===== config.mk =====
export PLATFORM = sky130hd
export DESIGN_NAME = uart_program_loader
export DESIGN_NICKNAME = d
export VERILOG_FILES = /design/src/rtl/uart_program_loader_pkg.sv /design/src/rtl/uart_program_loader_uart_rx_byte.sv /design/src/rtl/uart_program_loader.sv
export SDC_FILE = /design/constraint.sdc
export NUM_CORES = 1
export LEC_CHECK = 0
export CORE_ASPECT_RATIO = 1.1
export CORE_MARGIN = 4
export CORE_UTILIZATION = 58
export DETAILED_ROUTE_END_ITERATION = 6
export PLACE_DENSITY_LB_ADDON = 0.08
export SYNTH_ARGS = -nofsm -noshare
export SYNTH_HDL_FRONTEND = slang
export SYNTH_SLANG_ARGS = --single-unit

===== constraint.sdc =====
create_clock -name clk -period 2.7 [get_ports clk]
set_input_delay 0.54 -clock clk [delete_from_list [all_inputs] [get_ports clk]]
set_output_delay 0.54 -clock clk [all_outputs]
set_load 0.01 [all_outputs]

===== src/rtl/uart_program_loader_pkg.sv =====
// Shared types and constants for the UART program loader.
//   loader_state_type : top-level load sequencing (header, data, run)
//   rx_state_type     : UART byte receiver states
//   UART_DATA_BITS    : data bits per UART frame
//   word_byte_addr    : byte address of a program word
package uart_program_loader_pkg;

  localparam int UART_DATA_BITS = 8;

  typedef enum logic [1:0] {
    L_HEADER,
    L_DATA,
    L_RUN
  } loader_state_type;

  typedef enum logic [1:0] {
    RX_IDLE,
    RX_START,
    RX_DATA,
    RX_STOP
  } rx_state_type;

  // Word-granular index to byte address; wraps modulo 2^32.
  function automatic logic [31:0] word_byte_addr(input logic [31:0] base,
                                                 input logic [31:0] idx);
    return base + (idx << 2);
  endfunction

endpackage


===== src/rtl/uart_program_loader_uart_rx_byte.sv =====
// UART 8N1 byte receiver, LSB first.
// Ports:
//   clk        in   system clock, rising edge
//   reset_n    in   asynchronous active-low reset
//   rx         in   raw UART line (asynchronous, idles high)
//   byte_data  out  last received byte (valid while byte_valid is high)
//   byte_valid out  1-cycle pulse: byte received with a good stop bit
//   frame_err  out  1-cycle pulse: stop bit sampled low, byte dropped
module uart_rx_byte
  import uart_program_loader_pkg::*;
#(
  parameter int CLKS_PER_BIT = 868
) (
  input  logic       clk,
  input  logic       reset_n,
  input  logic       rx,
  output logic [7:0] byte_data,
  output logic       byte_valid,
  output logic       frame_err
);

  localparam int CNT_W = $clog2(CLKS_PER_BIT + 1);
  localparam int BIT_W = $clog2(UART_DATA_BITS);
  localparam logic [CNT_W-1:0] FULL_LAST = CNT_W'(CLKS_PER_BIT - 1);
  localparam logic [CNT_W-1:0] HALF_LAST = CNT_W'(CLKS_PER_BIT / 2 - 1);
  localparam logic [BIT_W-1:0] LAST_BIT  = BIT_W'(UART_DATA_BITS - 1);

  // Synchroniser plus one history stage for falling-edge detection. All reset
  // to 1 so a line held low through reset is not mistaken for a start bit.
  logic rx_meta_reg, rx_sync_reg, rx_prev_reg;

  rx_state_type      state_reg, state_next;
  logic [CNT_W-1:0]  clk_cnt_reg, clk_cnt_next;
  logic [BIT_W-1:0]  bit_idx_reg, bit_idx_next;
  logic [7:0]        shift_reg, shift_next;
  logic              byte_valid_reg, byte_valid_next;
  logic              frame_err_reg, frame_err_next;

  always_ff @(posedge clk or negedge reset_n) begin
    if (!reset_n) begin
      rx_meta_reg    <= 1'b1;
      rx_sync_reg    <= 1'b1;
      rx_prev_reg    <= 1'b1;
      state_reg      <= RX_IDLE;
      clk_cnt_reg    <= '0;
      bit_idx_reg    <= '0;
      shift_reg      <= '0;
      byte_valid_reg <= 1'b0;
      frame_err_reg  <= 1'b0;
    end else begin
      rx_meta_reg    <= rx;
      rx_sync_reg    <= rx_meta_reg;
      rx_prev_reg    <= rx_sync_reg;
      state_reg      <= state_next;
      clk_cnt_reg    <= clk_cnt_next;
      bit_idx_reg    <= bit_idx_next;
      shift_reg      <= shift_next;
      byte_valid_reg <= byte_valid_next;
      frame_err_reg  <= frame_err_next;
    end
  end

  always_comb begin
    state_next      = state_reg;
    clk_cnt_next    = clk_cnt_reg;
    bit_idx_next    = bit_idx_reg;
    shift_next      = shift_reg;
    byte_valid_next = 1'b0;
    frame_err_next  = 1'b0;
    case (state_reg)
      RX_IDLE: begin
        // Edge-triggered: after a low stop bit the line must return high
        // before another start bit can be recognised.
        if (rx_prev_reg && !rx_sync_reg) begin
          state_next   = RX_START;
          clk_cnt_next = '0;
        end
      end
      RX_START: begin
        if (clk_cnt_reg == HALF_LAST) begin
          clk_cnt_next = '0;
          bit_idx_next = '0;
          // Still low at mid start bit: genuine frame; otherwise a glitch.
          state_next   = rx_sync_reg ? RX_IDLE : RX_DATA;
        end else begin
          clk_cnt_next = clk_cnt_reg + 1'b1;
        end
      end
      RX_DATA: begin
        if (clk_cnt_reg == FULL_LAST) begin
          clk_cnt_next = '0;
          shift_next   = {rx_sync_reg, shift_reg[7:1]};
          if (bit_idx_reg == LAST_BIT) begin
            state_next = RX_STOP;
          end else begin
            bit_idx_next = bit_idx_reg + 1'b1;
          end
        end else begin
          clk_cnt_next = clk_cnt_reg + 1'b1;
        end
      end
      RX_STOP: begin
        if (clk_cnt_reg == FULL_LAST) begin
          clk_cnt_next = '0;
          state_next   = RX_IDLE;
          if (rx_sync_reg) begin
            byte_valid_next = 1'b1;
          end else begin
            frame_err_next = 1'b1;
          end
        end else begin
          clk_cnt_next = clk_cnt_reg + 1'b1;
        end
      end
      default: state_next = RX_IDLE;
    endcase
  end

  assign byte_data  = shift_reg;
  assign byte_valid = byte_valid_reg;
  assign frame_err  = frame_err_reg;

endmodule


===== src/rtl/uart_program_loader.sv =====
// UART program loader: receives a length-prefixed program image (32-bit LE
// word count, then count*4 bytes), writes it word by word into program
// memory, then releases the core until it reports completion.
// Ports:
//   clk                      in   system clock, rising edge
//   reset_n                  in   asynchronous active-low reset
//   io_rx                    in   UART receive line (8N1, idles high)
//   run_finished             in   1-cycle pulse from core: program ended
//   program_mem_write_enable out  1-cycle write strobe
//   program_mem_write_data   out  packed word, byte0 in [7:0]
//   uart_write_address       out  byte address BASE_ADDR + 4*word_idx
//   run_flag                 out  level: core may execute
//   indication               out  level: load in progress
//   load_error               out  1-cycle pulse: load aborted
module uart_program_loader
  import uart_program_loader_pkg::*;
#(
  parameter int          CLKS_PER_BIT = 868,
  parameter logic [31:0] BASE_ADDR    = 32'h0000_0000,
  parameter int          MEM_WORDS    = 1024
) (
  input  logic        clk,
  input  logic        reset_n,
  input  logic        io_rx,
  input  logic        run_finished,
  output logic        program_mem_write_enable,
  output logic [31:0] program_mem_write_data,
  output logic [31:0] uart_write_address,
  output logic        run_flag,
  output logic        indication,
  output logic        load_error
);

  logic [7:0] byte_data;
  logic       byte_valid;
  logic       frame_err;

  uart_rx_byte #(
    .CLKS_PER_BIT(CLKS_PER_BIT)
  ) u_rx (
    .clk       (clk),
    .reset_n   (reset_n),
    .rx        (io_rx),
    .byte_data (byte_data),
    .byte_valid(byte_valid),
    .frame_err (frame_err)
  );

  loader_state_type state_reg, state_next;
  logic [1:0]  byte_cnt_reg, byte_cnt_next;
  logic [31:0] pack_reg, pack_next;
  logic [31:0] word_count_reg, word_count_next;
  logic [31:0] word_idx_reg, word_idx_next;
  logic        we_reg, we_next;
  logic [31:0] wdata_reg, wdata_next;
  logic [31:0] waddr_reg, waddr_next;
  logic        load_error_reg, load_error_next;

  // Little-endian packing: each new byte enters at the top and slides down,
  // so after four bytes the first one received sits in [7:0].
  logic [31:0] assembled;
  logic        last_byte;
  assign assembled = {byte_data, pack_reg[31:8]};
  assign last_byte = (byte_cnt_reg == 2'd3);

  always_ff @(posedge clk or negedge reset_n) begin
    if (!reset_n) begin
      state_reg      <= L_HEADER;
      byte_cnt_reg   <= '0;
      pack_reg       <= '0;
      word_count_reg <= '0;
      word_idx_reg   <= '0;
      we_reg         <= 1'b0;
      wdata_reg      <= '0;
      waddr_reg      <= '0;
      load_error_reg <= 1'b0;
    end else begin
      state_reg      <= state_next;
      byte_cnt_reg   <= byte_cnt_next;
      pack_reg       <= pack_next;
      word_count_reg <= word_count_next;
      word_idx_reg   <= word_idx_next;
      we_reg         <= we_next;
      wdata_reg      <= wdata_next;
      waddr_reg      <= waddr_next;
      load_error_reg <= load_error_next;
    end
  end

  always_comb begin
    state_next      = state_reg;
    byte_cnt_next   = byte_cnt_reg;
    pack_next       = pack_reg;
    word_count_next = word_count_reg;
    word_idx_next   = word_idx_reg;
    we_next         = 1'b0;
    wdata_next      = wdata_reg;
    waddr_next      = waddr_reg;
    load_error_next = 1'b0;
    case (state_reg)
      L_HEADER: begin
        if (frame_err) begin
          load_error_next = 1'b1;
          byte_cnt_next   = '0;
        end else if (byte_valid) begin
          pack_next     = assembled;
          byte_cnt_next = byte_cnt_reg + 1'b1;
          if (last_byte) begin
            word_count_next = assembled;
            if (assembled == 32'd0) begin
              state_next = L_RUN;
            end else if (assembled > 32'(MEM_WORDS)) begin
              load_error_next = 1'b1;
            end else begin
              word_idx_next = '0;
              state_next    = L_DATA;
            end
          end
        end
      end
      L_DATA: begin
        if (frame_err) begin
          // Partial word dropped; words already written stay in memory.
          load_error_next = 1'b1;
          byte_cnt_next   = '0;
          state_next      = L_HEADER;
        end else if (byte_valid) begin
          pack_next     = assembled;
          byte_cnt_next = byte_cnt_reg + 1'b1;
          if (last_byte) begin
            we_next       = 1'b1;
            wdata_next    = assembled;
            waddr_next    = word_byte_addr(BASE_ADDR, word_idx_reg);
            word_idx_next = word_idx_reg + 32'd1;
          end
        end else if (we_reg && (word_idx_reg == word_count_reg)) begin
          // Leave only after the final strobe, so run_flag rises the cycle
          // after the last write rather than alongside it.
          state_next = L_RUN;
        end
      end
      L_RUN: begin
        if (run_finished) begin
          state_next = L_HEADER;
        end
      end
      default: state_next = L_HEADER;
    endcase
  end

  assign program_mem_write_enable = we_reg;
  assign program_mem_write_data   = wdata_reg;
  assign uart_write_address       = waddr_reg;
  assign load_error               = load_error_reg;
  assign run_flag                 = (state_reg == L_RUN);
  assign indication               = (state_reg == L_DATA) ||
                                    ((state_reg == L_HEADER) && (byte_cnt_reg != 2'd0));

endmodule


==> results.sh <==
export IMPL_status="completed"
export IMPL_dr_pass1_iters=5
export IMPL_arrival_ns=1.89
export IMPL_cts_tree="built"
export IMPL_clk_path_buf_depth=2
export IMPL_num_vias=6443
export IMPL_dpl_hpwl_um=14900
export IMPL_die_x_um=123
export IMPL_p_per_area_mw_per_mm2=569
export IMPL_fillers=1169
export IMPL_ctsHoldBuffers=0
export IMPL_p_sw_mw=1.34
export IMPL_wl_per_cell_um=19.2
export IMPL_finalCriticalPeriod_ns=2.43
export IMPL_pin_count=72
export IMPL_finClkSkew_ns=0.00772
export IMPL_yosysTopAreaCell="dfrtp_1"
export IMPL_slew_limit_headroom_pct=41.9
export IMPL_final_util_pct=68.8
export IMPL_nets=897
export IMPL_worst_path_max_fanout=10
export IMPL_worstPathRequired_ns=2.16
export IMPL_ff2ff_setup_slack_ns=0.46
export IMPL_worst_slew_pin_slew_ns=0.866
export IMPL_cts_root_buf="clkbuf_16"
export IMPL_wl_um=21000
export IMPL_synth_area_mm2=0.00847
export IMPL_dieArea_mm2=0.0166
export IMPL_ant_nets=0
export IMPL_ir_drop_mv=0.497
export IMPL_first_global_vias=6486
export IMPL_timing_setup_tns_ns=0
export IMPL_synth_top_cells_by_area="dfrtp_1, nand2_1, mux2_2"
export IMPL_endpoint_kind="output port"
export IMPL_drive_gt1_share_pct=13.9
export IMPL_ys_seq_area_share_pct=54.4
export IMPL_drtIter0Drc=544
export IMPL_max_freq_ghz=0.411
export IMPL_clk_latency_ns=0.43
export IMPL_rsz0062_at_grt="false"
export IMPL_ys_flop_type="dfrtp_1"
export IMPL_hold_class="in -> async"
export IMPL_gp_congestion=0.854
export IMPL_combinationalPowerShare_pct=4.0
export IMPL_final_max_slew_violation_count=0
export IMPL_fin_crit_sh_pct=90.0
export IMPL_dieHeight_um=135
export IMPL_rows=46
export IMPL_avgViaCountPerCell=5.91
export IMPL_pwr_share_seq_pct=50.9
export IMPL_core_mm2=0.0144
export IMPL_ys_ff_latch=184
export IMPL_grt_max_degree=65
export IMPL_grt_overflow_total=0
export IMPL_ys_async_sr_fraction_pct=100
export IMPL_numCtsBuffers=17
export IMPL_avgSynthCellArea_um2=10.1
export IMPL_synth_edff_count=0
export IMPL_h_tree_depth=4
export IMPL_internal_power_mw=4.30
export IMPL_start_util_pct=58.9
export IMPL_drc=0
export IMPL_maxCapViolations=0
export IMPL_synth_warnings=0
export IMPL_setup_viol=0
export IMPL_ctsResizeCount=0
export IMPL_cts_setup_buffers=0
export IMPL_synthCells=835
export IMPL_hold_viol=0
export IMPL_leakagePower_nw=4.88
export IMPL_clk_pin_slew_ns=0.07
export IMPL_synth_cell_types=62
export IMPL_clock_sink_count=184
export IMPL_grt_use_total_pct=26.8
export IMPL_antenna_found_initial=0
export IMPL_yosys_area_top_type_share_pct=53.5
export IMPL_critPathKind="reg -> out"
export IMPL_grt_pass1_wl_um=34400
export IMPL_area_growth_synth_to_final_pct=16.9
export IMPL_p_sw_share_pct=23.7
export IMPL_portBuffers=69
export IMPL_worstSetupStartpointType="flip-flop"
export IMPL_diodes=0
export IMPL_clock_power_share_pct=45.1
==> Yosys cell counts (3+ instances only) <==
library cell,number
clkbuf_1,18
a31oi_1,29
o2bb2ai_1,6
a21oi_1,24
and4_1,10
inv_1,15
o21ai_0,12
nor3_1,17
and3_1,5
a21o_1,3
dfstp_2,3
nor4_1,15
nor2_1,20
mux2_2,64
buf_4,5
buf_2,23
ha_1,7
o211ai_1,4
buf_1,6
mux2i_1,6
a41oi_1,4
nor2b_1,4
dfrtp_1,181
nand4_1,8
nand2b_1,4
o22ai_1,4
or4_1,5
xor2_1,31
o21a_1,3
nand2_1,220
nand3_1,35
and2_1,5
==> per-layer routing <==
metal | track usage [%] | part of all wire [%] | up-vias
li1 | - | - | 2991
met1 | 34.4 | 42 | 3215
met2 | 44.3 | 51 | 192
met3 | 5.45 | 3.9 | 45
met4 | 10.9 | 3.3 | 0
met5 | 0 | 0 | -
==> layout make-up <==
class                      count  area, um2  share of cell area (%)
sequential                   184       4610                    46.5
multi-input combinational    584       3570                    36.0
timing repair buffer          84        830                    8.38
clock buffer                  18        439                    4.44
tap                          192        240                    2.43
clock inverter                14        160                    1.62
inverter                      15       56.3                   0.569
==> worst max-delay path, stage by stage (launching register included) <==
cell and delay (ns):
dfrtp_1 0.53, inv_1 0.21, a21oi_1 0.17, clkdlybuf4s50_1 0.55
==> worst paths after layout <==
check,cells after the start,startpoint,end
max,3,state_reg[0]$_DFFE_PN0P_,indication
min,1,reset_n,uart_write_address[29]$_DFFE_PN0P_
max reg2reg,6,pack_reg[21]$_DFFE_PN0P_,word_idx_reg[2]$_DFFE_PN0P_
min reg2reg,0,u_rx.rx_meta_reg$_DFF_PN1_,u_rx.rx_sync_reg$_DFF_PN1_
max in group asynchronous,2,reset_n,u_rx.clk_cnt_reg[0]$_DFFE_PN0N_
min in group clk,0,u_rx.rx_meta_reg$_DFF_PN1_,u_rx.rx_sync_reg$_DFF_PN1_
==> through the flow <==
stage / hold slack (ns) / worst slack, ns / cell area, um2 / total power [mW] / cells
floorplan: 0.244 / 0.748 / 8470 / 3.04 / 836
global placement: 0.347 / 0.547 / 9300 / 3.13 / 1059
detailed placement: 0.347 / 0.504 / 9300 / 3.15 / 1059
CTS: 0.0672 / 0.251 / 9900 / 5.67 / 1091
global route: 0.0813 / 0.131 / 9900 / 5.83 / 1091
finish: 0.0575 / 0.269 / 9900 / 5.64 / 1091
==> logic make-up (layout without fill, tap and decap cells) <==
family | after synthesis | in the layout | synth area share [%]
DFF | 184 | 184 | 54.4
xor gates and xnor gates | 32 | 32 | 3.31
and+or+nand+nor | 363 | 363 | 19.9
AOI/OAI and AO/OA | 110 | 110 | 8.48
muxes | 70 | 70 | 9.22
adders and majority gates | 7 | 7 | 1.03
other | 1 | 2 | 0.0443
buffers and inverters | 68 | 131 | 3.66
==> cells in the final DEF, fill, tap and decap left out, types with 3 or more instances in the layout <==
cell	Yosys	final
nand2_1	220	220
dfrtp_1	181	181
clkdlybuf4s50_1	0	68
mux2_2	64	64
nand3_1	35	34
xor2_1	31	31
a31oi_1	29	29
a21oi_1	24	24
nor2_1	20	20
nor3_1	17	17
clkbuf_16	0	17
nor4_1	15	15
inv_1	15	14
buf_4	5	13
o21ai_0	12	12
and4_1	10	10
nand4_1	8	8
ha_1	7	7
mux2i_1	6	6
o2bb2ai_1	6	6
or4_1	5	5
and2_1	5	5
and3_1	5	5
inv_6	0	5
nor2b_1	4	4
o211ai_1	4	4
a41oi_1	4	4
nand2b_1	4	4
o22ai_1	4	4
a21o_1	3	3
o21a_1	3	3
dfstp_2	3	3
==> power groups by stage <==
stage	logic (mW)	registers (mW)	clock network, mW
floorplan	0.139	2.90	0
global placement	0.215	2.91	0
detailed placement	0.232	2.92	0
CTS	0.233	2.86	2.57
global route	0.259	2.87	2.70
finish	0.228	2.87	2.54
Note: power is estimated with default switching activity, not from simulation.
==> variant, RTL diff (same flow settings) <==
The 4 states of `rx_state_type` get a Gray code encoding in 2 bits.
--- a/src/rtl/uart_program_loader_pkg.sv
+++ b/src/rtl/uart_program_loader_pkg.sv
@@ -14,10 +14,10 @@
   } loader_state_type;
 
   typedef enum logic [1:0] {
-    RX_IDLE,
-    RX_START,
-    RX_DATA,
-    RX_STOP
+    RX_IDLE  = 2'b00,
+    RX_START = 2'b01,
+    RX_DATA  = 2'b11,
+    RX_STOP  = 2'b10
   } rx_state_type;
 
   // Word-granular index to byte address; wraps modulo 2^32.
Formal check against the unedited RTL: no difference found for any inputs over 4 cycles, from zero or initial values and one cycle with reset_n low; so few cycles prove little.
==> variant against the original RTL <==
- non-clock buffer count grew 6
- power shrank 4.0%
- design area shrank 1.3%
- setup slack gained 0.015 ns
- wire length shrank 6.0%
- sequential cell count is the same
- hold slack gained 0.0029 ns
- via count shrank 2.0%
- global-route usage shrank 1.3 points
- die area shrank 2.0%
- synthesized area shrank 2.1%
- highest routed layer unchanged
==> variant: results (changes against the original RTL) <==
multi-input logic area -> 0.00343 mm2 (-4.0%)
multi-input gate share of total cell area -> 0.351 (-0.00971)
Setup WS pre-CTS -> 0.439 ns (-0.0644 ns)
WL met3 -> 966 um (+17%)
Pleak -> 4.95 nW (+1.4%)
WL met2 -> 9.91 mm (-7.5%)
via count -> 6,314 (-2.0%)
Critical Path End -> run_flag
TritonRoute pass-1 iters -> 7 (+2)
status -> complete, no violations
post-DP HPWL -> 13.7 mm (-7.8%)
routed wire length -> 19.7 mm (-6.0%)
placer congestion estimate -> 0.902 (+5.6%)
number of antenna violations at the first check in global routing -> 0 (unchanged)
Multi-input comb cells -> 573 (-1.9%)
non-clock inverter count -> 16 (+1)
first-pass GRT wire length -> 32.3 mm (-6.3%)
FILL cells -> 1,068 (-8.6%)
Placement Cell Area -> 0.00922 mm2 (-0.91%)
RR Startpoint -> pack_reg[27]$_DFFE_PN0P_
Async SR Flop Fraction -> 1.00 (unchanged)
R2R Setup Slk -> 0.32 ns (-0.14 ns)
adder and majority gate portion of the synthesized area -> 0.0106 (+0.000226)
buffering overhead -> 0.0908 (+0.00699)
Met1 Wirelength -> 8.39 mm (-4.3%)
met2 global-route usage -> 0.416 (-0.0272)
VDD IR-drop max -> 0.499 mV (+0.37%)
Worst Setup SP -> state_reg[1]$_DFFE_PN0P_
Compound-Gate Fraction of Synth Area -> 0.0907 (+0.00593)
top cells by count, synth -> nand2_1 (212), dfrtp_1 (181), mux2_2 (65)
GR Util met1 -> 0.337 (-0.00728)
DRT iter0 DRCs -> 471 (-13%)
FFs & Latches -> 184 (unchanged)
setup ws final -> 0.284 ns (+0.0147 ns)
top cells by area, synth -> dfrtp_1 (55%), nand2_1 (9.6%), mux2_2 (8.8%)
RR Endpoint -> word_idx_reg[30]$_DFFE_PN0P_
sequential area share after synthesis -> 0.556 (+0.0119)
layout cells sized above 1 -> 0.144 (+0.00525)
Non-clk bufs -> 90 (+7.1%)
routing usage on met3 -> 0.0488 (-0.00563)
synth unique cells -> 54 (-13%)
mux cell area share after synthesis -> 0.0907 (-0.00145)
CLK BUF -> 19 (+1)
XOR/XNOR Fraction of Synth Area -> 0.0338 (+0.000724)
final setup skew -> 0.00913 ns (+0.00141 ns)
largest net degree at the start of global routing -> 54 (-17%)
variant: changes by cell type after synthesis, sizes merged, moves of 9 or more:
cell    delta
buf       -26
clkbuf    +20
a21oi     +12
nand3      -9
nor2       +9
variant: stage by stage:
| stage | std cells | hold WS (ns) | total power, mW |
|---|---|---|---|
| floorplan | 820 | 0.244 | 3.01 |
| global placement | 1051 | 0.345 | 3.10 |
| detailed placement | 1051 | 0.349 | 3.12 |
| CTS | 1082 | 0.0702 | 5.45 |
| global route | 1082 | 0.0838 | 5.60 |
| finish | 1082 | 0.0604 | 5.41 |
variant: critical path, stage by stage (launching register included):
cell             delay [ns]
dfrtp_1                0.53
inv_1                  0.19
nor2_1                 0.17
clkdlybuf4s50_1        0.55
variant: power by group:
part,internal [mW],switching [mW],leakage [nW]
sequential,2.81,0.0753,2.55
combinational,0.0756,0.108,2.12
clock,1.31,1.04,0.278
total,4.19,1.22,4.95
